## src/rtl/hazard_tracker.sv

```systemverilog
// rtl/hazard_tracker.sv - EX/MEM/WB destination tags, load-use stall and stall counter
module hazard_tracker (
  input  logic        clk,
  input  logic        rst,
  input  logic        id_valid,
  input  logic [4:0]  id_rd,
  input  logic        id_regWrite,
  input  logic        id_memRead,
  input  logic [4:0]  id_rs1,
  input  logic [4:0]  id_rs2,
  input  logic        flush,
  input  logic        cnt_clear,
  output logic [4:0]  rdEx,
  output logic [4:0]  rdMem,
  output logic [4:0]  rdWb,
  output logic        regWriteEx,
  output logic        regWriteMem,
  output logic        regWriteWb,
  output logic        stall,
  output logic [15:0] stall_count
);

  typedef struct packed {
    logic       valid;
    logic [4:0] rd;
    logic       regwrite;
    logic       memread;
  } tag_t;

  tag_t ex_tag, mem_tag, wb_tag;
  tag_t id_tag;
  logic raw_hazard;

  assign id_tag = '{valid: id_valid, rd: id_rd, regwrite: id_regWrite, memread: id_memRead};

  assign raw_hazard = id_valid & ex_tag.valid & ex_tag.memread & ex_tag.regwrite &
                      (ex_tag.rd != 5'd0) &
                      ((ex_tag.rd == id_rs1) | (ex_tag.rd == id_rs2));

  // Redirect wins: a wrong-path consumer must not cost a stall cycle.
  assign stall = raw_hazard & ~flush;

  always_ff @(posedge clk or posedge rst) begin
    if (rst) begin
      ex_tag  <= '0;
      mem_tag <= '0;
      wb_tag  <= '0;
    end else begin
      ex_tag  <= (flush | stall) ? tag_t'('0) : id_tag;
      mem_tag <= ex_tag;
      wb_tag  <= mem_tag;
    end
  end

  always_ff @(posedge clk or posedge rst) begin
    if (rst) begin
      stall_count <= 16'd0;
    end else if (cnt_clear) begin
      stall_count <= 16'd0;
    end else if (stall && stall_count != 16'hFFFF) begin
      stall_count <= stall_count + 16'd1;
    end
  end

  assign regWriteEx  = ex_tag.valid  & ex_tag.regwrite  & (ex_tag.rd  != 5'd0);
  assign regWriteMem = mem_tag.valid & mem_tag.regwrite & (mem_tag.rd != 5'd0);
  assign regWriteWb  = wb_tag.valid  & wb_tag.regwrite  & (wb_tag.rd  != 5'd0);

  assign rdEx  = ex_tag.valid  ? ex_tag.rd  : 5'd0;
  assign rdMem = mem_tag.valid ? mem_tag.rd : 5'd0;
  assign rdWb  = wb_tag.valid  ? wb_tag.rd  : 5'd0;

endmodule
```

## config.mk

```make
export PLATFORM = sky130hd
export DESIGN_NAME = hazard_tracker
export DESIGN_NICKNAME = d
export VERILOG_FILES = /design/src/rtl/hazard_tracker.sv
export SDC_FILE = /design/constraint.sdc
export NUM_CORES = 1
export LEC_CHECK = 0
export ABC_AREA = 1
export BUFFER_PORTS_ARGS = -buffer_cell sky130_fd_sc_hd__buf_2
export CORE_MARGIN = 10
export CORE_UTILIZATION = 52
export CTS_CLUSTER_SIZE = 20
export DETAILED_ROUTE_END_ITERATION = 7
export MAX_ROUTING_LAYER = met4
export PLACE_DENSITY = 0.79
export SLEW_MARGIN = 30
export SYNTH_ARGS = -nofsm -noshare
export SYNTH_HDL_FRONTEND = slang
export SYNTH_SLANG_ARGS = --single-unit
```

## constraint.sdc

```tcl
create_clock -name clk -period 2.3 [get_ports clk]
set_input_delay 0.46 -clock clk [delete_from_list [all_inputs] [get_ports clk]]
set_output_delay 0.46 -clock clk [all_outputs]
set_load 0.1 [all_outputs]
```

# --- Yosys cells after proc, flatten, opt, wreduce, memory -nomap -nowiden ---
# Index checks and enable logic that the tools add are counted.
classes:
  n_reduce_logical: 5
  add_sub_neg: 1
  n_mux: 6
  n_eq_ne: 3
  n_bitwise: 15
ops:
  columns: ["op", "count"]
  rows:
  - ["$mux 16", 2]
  - ["$add 16x1->16 const B", 1]
  - ["$ne 16x16->1 const B", 1]
  - ["$mux 5", 3]
  - ["$reduce_bool 5->1", 3]
  - ["$and 1x1->1", 12]
  - ["$eq 5x5->1", 2]
  - ["$mux 8", 1]
  - ["$or 1x1->1", 2]
  - ["$reduce_bool 2->1", 1]
  - ["$logic_and 1x1->1", 1]
  - ["$not 1->1", 1]
word_totals:
  out_inout_bits: 35
  inputBits: 22
  elab_cells: 41
  ff_bits: 38

# --- Longest topological paths before layout ---
depth:
  ltp_word: 9
  mapped_depth: 11

# --- Worst setup path after synthesis ---
# OpenSTA, ideal clock, no wires.
synth_timing:
  kind: "in2out"
  start: "input id_rs2[3]"
  end: "output stall"
  n_path_buf: 0
  required_time_ps: 1840
  path_slack_ps: -317
  path_stages: 8
  t_arrival_ps: 2157
  cell_sequence: "inv_1 -> nand2_1 -> nand2_1 -> nor2_1 -> nand3_1 -> nand2_2 -> nand2_1 -> nor2_1"
synth_between:
  elab_chain_len: 4
synth_lines:
  columns: ["item", "line", "rtl"]
  rows:
  - ["start, declared", "10", "input logic [4:0] id_rs2,"]
  - ["$eq 5x5->1", "38", "((ex_tag.rd == id_rs1) | (ex_tag.rd == id_rs2));"]
  - ["$or 1x1->1", "38", null]
  - ["$and 1x1->1", "37", "(ex_tag.rd != 5'd0) &"]
  - ["$and 1x1->1", "41", "assign stall = raw_hazard & ~flush;"]
  - ["end, declared", "19", "output logic stall,"]
# Every way passes these cells.

# --- Final worst setup path ---
layout_timing:
  start: "register wb_tag[3] (netlist name)"
  end: "output regWriteWb"
layout_between:
  elab_chain_len: 2
layout_lines:
  columns: ["item", "line", "rtl"]
  rows:
  - ["start, declared", "30", "tag_t ex_tag, mem_tag, wb_tag;"]
  - ["start signal, assigned", "51", "wb_tag <= mem_tag;"]
  - ["$reduce_bool 5->1", "67", "assign regWriteWb = wb_tag.valid & wb_tag.regwrite & (wb_tag.rd != 5'd0);"]
  - ["$and 1x1->1", "67", null]
  - ["end, declared", "18", "output logic regWriteWb,"]
# Every way passes these cells.

==> impl_metrics.env <==
export IMPL_clock_root_buffer="clkbuf_8"
export IMPL_clock_path_buffers=2
export IMPL_synth_cells=285
export IMPL_grt_max_degree=39
export IMPL_cts_clk_slew_worst_paths_ns=0.08
export IMPL_grt_pass1_wl_mm=8.05
export IMPL_grt_overflow=0
export IMPL_status="completed"
export IMPL_period_minus_slack_ns=2.14
export IMPL_crit_fanout=2
export IMPL_final_common_cell="nand2_1"
export IMPL_stdcell_area_um2=2530
export IMPL_required_ns=1.84
export IMPL_end_kind="primary output"
export IMPL_synth_seq_cells=38
export IMPL_ys_seq_area_share_pct=45.9
export IMPL_cp_slowest_cell="dfrtp_1"
export IMPL_slew_viol_final=0
export IMPL_ys_warn_count=0
export IMPL_arrival_ns=1.68
export IMPL_antenna_found_initial=0
export IMPL_max_freq_mhz=467
export IMPL_cap_violations=0
export IMPL_crit_family="flip-flops"
export IMPL_power_density_nw_per_um2=608
export IMPL_crit_chain="or3_1, o311ai_0, inv_1, buf_2"
export IMPL_die_w_um=83.1
export IMPL_placed_cell_area_um2=2410
export IMPL_drt_total_wl_mm=4.72
export IMPL_r2r_cells=8
export IMPL_gp_congestion=0.888
export IMPL_yosysUniqueCellTypes=26
export IMPL_syn_nets=308
export IMPL_cts_made_buffers=5
export IMPL_clk_latency_ns=0.30
export IMPL_max_slew_margin_rel_pct=67.0
export IMPL_final_nets=368
export IMPL_via_per_inst=4.90
export IMPL_skew_ns=0.00445
export IMPL_mostFrequentLayoutCells="nand2_1 (89), buf_2 (54), inv_1 (46)"
export IMPL_reg2reg_slack_ns=0.46
export IMPL_wl_per_cell_um=12.0
export IMPL_die_y_um=83.1
export IMPL_h_tree_depth=2
export IMPL_portBuffers=56
export IMPL_critical_path_startpoint_type="flop"
export IMPL_crit_type="reg -> out"
export IMPL_r2r_start="stall_count[0]"
export IMPL_cts_tree="yes"
export IMPL_tightest_slew_ns=0.499
export IMPL_p_leak_nw=1.53
export IMPL_num_vias=1930
export IMPL_cp_num_buf_inv=2
export IMPL_drt_iter0_markers=132
export IMPL_area_delta_synth_final_pct=22.2
export IMPL_fin_tns_setup_ns=0
export IMPL_ios=57
export IMPL_route_antenna_remaining_nets=0
export IMPL_crit_path_start="wb_tag[3]"
export IMPL_syn_area_per_cell_um2=7.26
export IMPL_syn_area_um2=2070
export IMPL_cpPeakStageDelay_ns=0.38
export IMPL_holdBufCountCts=0
export IMPL_fin_crit_sh_pct=93.1
export IMPL_rsz0062_at_grt="no"
export IMPL_firstDrtPassIters=4
export IMPL_ir_drop_v=0.000501
export IMPL_r2r_end="stall_count[10]"
export IMPL_cts_sinks=38
export IMPL_hp_class="in -> async"
export IMPL_rows=22
export IMPL_remaining_drc_errors=0
export IMPL_fin_cells=394
export IMPL_hold_viol_final=0
export IMPL_grt_pass1_vias=1793
export IMPL_antennaDiodeCount=0
export IMPL_finalSetupViolations=0
export IMPL_initial_core_util_pct=55.3
export IMPL_hpwl_mm=3.57
export IMPL_place_inst=386
export IMPL_track_usage_pct=13.8
export IMPL_core_um2=3740
export IMPL_dieArea_um2=6900
export IMPL_drive_above_1_share_pct=22.8
==> worst min-delay path, cell delays in order <==
cell and delay (ns):
buf_2 0.09, inv_1 0.04, buf_4 0.40
==> worst max-delay path by stage <==
stage,endpoint,cells past startpoint
after floorplan,stall_count[0],9
after global placement,stall,10
after detailed placement,regWriteMem,4
after CTS,regWriteMem,4
after global routing,regWriteWb,4
final,regWriteWb,4
==> where the power goes <==
part	switching, W	leakage, nW	internal [W]
Combinational	0.000183	0.975	0.0000547
Sequential	0.0000288	0.504	0.000694
Clock	0.000256	0.0504	0.000323
Total	0.000468	1.53	0.00107
==> flip-flops by register name (all words and copies together), names as in the netlist <==
signal	cells
wb_tag	7
mem_tag	7
stall_count	16
ex_tag	8
==> routing by layer <==
metal | up-vias | share of wire (%) | track usage (%)
li1 | 982 | - | -
met1 | 892 | 45 | 15.5
met2 | 50 | 47 | 22.2
met3 | 6 | 6.7 | 4.88
met4 | 0 | 1.4 | 5.08
met5 | - | 0 | -
==> cell usage after synthesis <==
library cell  count  share of area, %
or3_1             2              0.60
nand2_1          89                16
clkinv_1          1              0.18
nor2_1           41               7.4
inv_1            46               8.3
nand4_1           2              0.60
xor2_1            7               3.0
xnor2_1           4               1.7
nand2_2           1              0.30
a21oi_1           2              0.48
dfrtp_1          38                46
buf_6             1              0.54
nand4_4           1               1.0
o21ai_0           1              0.24
nand3_2           1              0.48
nand2_4           1              0.54
nand4_2           1              0.60
nand3_1          25               6.0
buf_4             1              0.36
nor2_4            1              0.54
ha_1              1              0.60
clkbuf_1          3              0.54
o311ai_0          2              0.85
nor3_1            7               1.7
and3_1            1              0.30
inv_2             5              0.91
==> layout make-up <==
type	instances	area, um2
well taps	48	60.1
repair buffers	58	313
fillers	339	1210
flip-flops and latches	38	952
multi-input cells	190	896
inverters	52	195
clock buffers	5	68.8
clock inverters	3	45.0
==> timing repair <==
item / in CTS / in global routing
resized for setup: 0 / 2
setup endpoints to repair: 0 / 1
setup buffers: 0 / 0
endpoints found under the hold margin: 0 / 0
==> cell families after synthesis <==
logic type | share of synthesized area (%)
fa+ha+maj | 0.604
flops | 45.9
compound gates | 1.57
simple gates | 36.3
buf+inv | 10.9
xor+xnor | 4.66
==> metrics by stage <==
stage / worst slack, ns / hold WS (ns) / power (W) / util, %
after floorplan: 0.00453 / 0.348 / 0.000918 / -
after global placement: 0.455 / 0.373 / 0.000972 / 64.5
after detailed placement: 0.432 / 0.373 / 0.000976 / 64.5
after CTS: 0.0946 / 0.271 / 0.00155 / 67.5
after global routing: 0.00615 / 0.318 / 0.00160 / 67.6
final: 0.158 / 0.260 / 0.00154 / 67.6
Power figures use the tool's default switching activity.
